**src/rtl/shiftadd_mult_serial.sv**
```systemverilog
// Serial radix-2 shift-and-add multiplier, one partial product per clock.
// Ports: clk_i, rst_i (sync, active-high), start_i, a_i, b_i -> busy_o, result_o, valid_o.
// Optional macro SHIFTADD_MULT_EARLY_TERM_EN: stop once the remaining multiplier bits are zero.
package multiplier_pkg;
  localparam int DATA_LENGTH = 64;
endpackage

module shiftadd_mult_serial #(
  parameter int DATA_LENGTH = multiplier_pkg::DATA_LENGTH,
  parameter int OP_LENGTH   = DATA_LENGTH / 2
) (
  input  logic                   clk_i,
  input  logic                   rst_i,
  input  logic                   start_i,
  input  logic [OP_LENGTH-1:0]   a_i,
  input  logic [OP_LENGTH-1:0]   b_i,
  output logic                   busy_o,
  output logic [DATA_LENGTH-1:0] result_o,
  output logic                   valid_o
);

  localparam int CW = $clog2(OP_LENGTH) + 1;

  typedef enum logic [1:0] {
    IDLE,
    RUN,
    DONE
  } state_t;

  state_t                 state;
  logic [DATA_LENGTH-1:0] mcand;
  logic [DATA_LENGTH-1:0] acc;
  logic [OP_LENGTH-1:0]   mplier;
  logic [CW-1:0]          cnt;

  logic [DATA_LENGTH-1:0] acc_nxt;
  logic                   last_iter;

  // Accumulator value after the iteration performed at this edge.
  assign acc_nxt = mplier[0] ? acc + mcand : acc;

  always_comb begin
    last_iter = (cnt == CW'(OP_LENGTH - 1));
`ifdef SHIFTADD_MULT_EARLY_TERM_EN
    // Remaining multiplier bits all zero: further iterations add nothing.
    last_iter = last_iter | ((mplier >> 1) == '0);
`endif
  end

  always_ff @(posedge clk_i) begin
    if (rst_i) begin
      state    <= IDLE;
      mcand    <= '0;
      acc      <= '0;
      mplier   <= '0;
      cnt      <= '0;
      busy_o   <= 1'b0;
      valid_o  <= 1'b0;
      result_o <= '0;
    end else begin
      unique case (state)
        IDLE: begin
          valid_o <= 1'b0;
          if (start_i) begin
            mcand  <= DATA_LENGTH'(a_i);
            mplier <= b_i;
            acc    <= '0;
            cnt    <= '0;
            busy_o <= 1'b1;
            state  <= RUN;
          end
        end
        RUN: begin
          acc    <= acc_nxt;
          mcand  <= mcand << 1;
          mplier <= mplier >> 1;
          cnt    <= cnt + CW'(1);
          if (last_iter) begin
            result_o <= acc_nxt;
            valid_o  <= 1'b1;
            state    <= DONE;
          end
        end
        DONE: begin
          valid_o <= 1'b0;
          busy_o  <= 1'b0;
          state   <= IDLE;
        end
        default: begin
          valid_o <= 1'b0;
          busy_o  <= 1'b0;
          state   <= IDLE;
        end
      endcase
    end
  end

endmodule

```
**config.mk**
```make
export PLATFORM = sky130hd
export DESIGN_NAME = shiftadd_mult_serial
export DESIGN_NICKNAME = d
export VERILOG_FILES = /design/src/rtl/shiftadd_mult_serial.sv
export SDC_FILE = /design/constraint.sdc
export NUM_CORES = 1
export LEC_CHECK = 0
export CAP_MARGIN = 0
export CORE_UTILIZATION = 45
export CTS_BUF_LIST = sky130_fd_sc_hd__clkbuf_8
export DETAILED_ROUTE_END_ITERATION = 12
export PLACE_DENSITY = 0.65
export SLEW_MARGIN = 25
export SYNTH_ARGS = -nofsm -noshare
export SYNTH_HDL_FRONTEND = slang
export SYNTH_SLANG_ARGS = --single-unit
```
**constraint.sdc**
```tcl
create_clock -name clk_i -period 3.1 [get_ports clk_i]
set_input_delay 0.775 -clock clk_i [delete_from_list [all_inputs] [get_ports clk_i]]
set_output_delay 0.775 -clock clk_i [all_outputs]
set_load 0.005 [all_outputs]
```
==> summary.md <==
| Metric | Value |
|---|---|
| Status | `finished, final reports clean` |
| Cell Chain, Critical Path | `ha_4 > inv_2 > fa_2 > and2b_1 > o2111ai_2 > a21oi_2 > o211ai_1 > a2111oi_2 > o21ai_2 > o21ai_2 > mux2_4 > a2111oi_4 > nor3_1` |
| DRT iter0 DRCs | `~660` |
| Routability Congestion | `0.9527` |
| CTS tree | `yes` |
| Routed Antenna Nets | `0` |
| Total I/O pin count | `133` |
| Critical path required time | `3.53 ns` |
| Crit-path slowest cell | `a2111oi_2` |
| FF-to-FF setup slack | `0.03 ns` |
| Leak pwr | `approximately 6.1 nW` |
| Clk pin slew, worst setup/hold paths | `0.07 ns` |
| Setup CP Type | `reg2reg` |
| CP Max Fanout | `3` |
| Syn avg cell area | `8.069 µm²` |
| Pwr Density | `446.9 nW/µm²` |
| Final Hold Viols | `0` |
| Register bit count reported by yosys | `roughly 230` |
| Count of different cell masters after synthesis | `69` |
| FFs w/ async S/R, synth | `0%` |
| WP buf/inv | `1` |
| Syn nets | `about 1700` |
| Global-route wire length before repair | `60580 µm` |
| Nets | `around 1800` |
| Hold WC Path Type | `reg2reg` |
| Yosys warns | `0` |
| Skew-Pair Late Insertion Delay | `0.56 ns` |
| DRT Wirelength | `37620 µm` |
| Max-capacitance violation count | `0` |
| Number of synthesized flops with an enable pin | `0` |
| VDD IR max | `289.0 µV` |
| RR Startpoint | `acc[0]` |
| Register area share after synthesis | `37.53%` |
| Adder-Cell Fraction of Synth Area | `6.576%` |
| Final Instance Area | `between 15000 and 20000 µm²` |
| Total Die Area | `roughly 28000 µm²` |
| R2R cell count | `13` |
| Initial Util | `between 40% and 50%` |
| Netlist Area Pre-Place | `12480 µm²` |
| Fin Setup TNS | `0 ns` |
| XOR/XNOR share of the synthesized area | `4.000%` |
| Simple-gate share of the synthesized area | `17.42%` |
| RSZ-0062 raised after global routing | `yes` |
| Bufs on Longest Clock Path | `3` |
| Worst Tran Pin Value | `around 0.8 ns` |
| Vias in the first global route | `11515` |
| CTS Sinks | `roughly 230` |
| Slew headroom | `46.65%` |
| Top cell family by delay on the critical path | `compound AO/OA/AOI/OAI gates` |
| Placement Cell Area | `about 14000 µm²` |
| Critical path origin | `acc[0]` |
| Final worst slack | `between 0.02 and 0.03 ns` |
| Filler instances | `roughly 2500` |
| Crit path to | `result_o[58]` |
| Most used cell, CP | `o21ai_2` |
| Main combinational cell family by area after synthesis | `compound AO/OA/AOI/OAI gates` |
| Synth Area in Compound Gates | `28.16%` |
| Die H | `~170 µm` |
| Synthesized netlist cell count | `1547` |
| Clk_skew | `0.01957 ns` |
| Share of the core filled with cells | `roughly 57%` |
| Share of post-route cells with drive strength above 1 | `11.10%` |
| Period utilisation layout | `99.09%` |
| Htree depth | `2` |
| Final Non-Filler Cells | `between 2000 and 2500` |
| Port bufs | `between 100 and 150` |
| Final worst path period need | `3.072 ns` |
| Reg2reg end | `result_o[58]` |
| CP peak stage delay | `~0.42 ns` |
| Hold slack | `0.4557 ns` |
| Initial antenna violation count | `0` |
| GRT Residual Overflow | `0` |
| CP Depth | `13` |
| GRT Overall Usage | `a little over a quarter` |
| FP Rows | `60` |
| P&R area growth vs syn | `23.55%` |
| Core Box Area | `27100 µm²` |
| Die Wd | `between 150 and 200 µm` |
| Mux share of post-synthesis cell area | `under 10%` |
| Placement Setup Slack | `-0.1621 ns` |
| Final setup violation count | `0` |
| Antenna cell count | `0` |
| Achievable frequency | `325.5 MHz` |
| Vias per cell | `about 5.8` |
| Worst path arrival time | `3.50 ns` |
| Top_reg_cell synth | `dfxtp_1` |
| Drt drc | `0` |
| Crit. End Element | `register` |
| Half-perimeter wire length after placement | `25770 µm` |
| Detail-routed net length per standard cell | `18.22 µm` |
| Max Slew Vio Count | `0` |
| Worst setup SP type | `register` |
| TritonCTS buffer count | `41` |
| Root Buffer Master | `clkbuf_8` |
| DP Cell Count | `1991` |
| Via count | `11964` |
| DR pass1 iterations | `5` |
| Largest net degree at the start of global routing | `slightly above 90` |
| Total power draw | `6.891 mW` |
==> where the power goes <==
part           total (mW)  internal (mW)  switching, mW
clock network        2.91           1.61           1.30
registers            3.18           3.11         0.0763
logic               0.796          0.303          0.493
total                6.89           5.02           1.87
==> cell type report <==
type / instances / area [µm²] / area share, %
Clock buffer: 53 / 729.5 / 4.730
Timing Repair Buffer: 188 / 1769 / 11.47
Clock inverter: 18 / 107.6 / 0.6978
Tap cell: 372 / 465.4 / 3.018
Multi-Input combinational cell: 1179 / 7582 / 49.17
Sequential cell: 234 / 4688 / 30.40
Inverter: 21 / 78.83 / 0.5112
==> registers in the layout, indices dropped and copies added (netlist names) <==
signal and count:
acc 64, mcand 64, result_o 64, mplier 32, cnt 6, state 2, busy_o 1, valid_o 1
==> cells by family after synthesis <==
group,after synthesis
AOI/OAI and AO/OA,523
xor gates and xnor gates,57
adders and majority gates,65
buffers and inverters,134
DFF,234
muxes,28
and+or+nand+nor,506
==> Yosys cell counts, types with 3 or more instances <==
master      n  area [µm²]
a211oi_1   34       255.2
a21o_1     45       337.8
a21oi_1   147       735.7
a21oi_2     4       35.03
a22o_1     32       280.3
a31oi_1    24       150.1
and2_1      4       25.02
and3_1     10       62.56
and4_1      7       61.31
buf_1      12       45.04
clkbuf_1   99       371.6
dfxtp_1   234        4684
ha_1       64       800.8
inv_1      19       71.32
mux2i_1    26       260.3
nand2_1   157       589.3
nand2b_1    4       25.02
nand3_1    45       225.2
nand4_1    23       143.9
nor2_1    217       814.5
nor2b_1     6       37.54
nor3_1     19       95.09
o211ai_1   10       75.07
o21a_1      7       52.55
o21ai_0    89       445.4
o21ai_1    17       85.08
o21ai_2     3       26.28
o21bai_1   11       82.58
o221a_2     3       33.78
o221ai_1   63       551.8
or3_1       5       31.28
xnor2_1    29       254.0
xor2_1     28       245.2
==> cell usage in the layout, fill, tap and decap left out, drive strengths merged, types with 24 or more instances in the layout <==
| master | n |
|---|---|
| o221ai | 63 |
| nand2 | 157 |
| xor2 | 28 |
| clkbuf | 53 |
| nand3 | 45 |
| nor2 | 218 |
| a21oi | 151 |
| dfxtp | 234 |
| a22o | 32 |
| mux2i | 26 |
| xnor2 | 29 |
| buf | 57 |
| a31oi | 24 |
| o21ai | 109 |
| a21o | 45 |
| inv | 30 |
| a211oi | 35 |
| clkdlybuf4s50 | 131 |
| ha | 64 |
==> how the worst min path moves through the flow <==
stage                       startpoint            to  slack, ns  depth (start not counted)
after global placement         valid_o       valid_o       0.44                          1
after CTS                      valid_o       valid_o       0.46                          1
after global routing      result_o[25]  result_o[25]       0.48                          2
final                          valid_o       valid_o       0.46                          1
after detailed placement       valid_o       valid_o       0.44                          1
after floorplan             mplier[10]    mplier[10]       0.44                          2
==> worst register-to-register path, cell delays in order, from the launching register on <==
cell	delay, ns
dfxtp_2	0.35
ha_4	0.14
inv_2	0.04
fa_2	0.35
and2b_1	0.24
o2111ai_2	0.13
a21oi_2	0.17
o211ai_1	0.15
a2111oi_2	0.42
o21ai_2	0.17
o21ai_2	0.19
mux2_4	0.34
a2111oi_4	0.19
nor3_1	0.07
==> per-layer routing <==
layer  up-vias  global-route usage [%]  wire length (µm)  share of wire, %
met4         0                   8.458              1020               2.7
met1      5656                   34.96             17340                46
met2       354                   43.98             17120                46
met3        70                   3.694              2135               5.7
li1       5884                       -                 -                 -
met5         -                       0                 0                 0
==> repair_timing <==
action	CTS	global route
setup endpoints to repair	16	43
pin swaps	20	29
resized for setup	19	39
hold endpoints to repair	0	0
setup buffers	3	2
hold buffers	0	0
No activity file was read; power rests on OpenSTA's default activity.
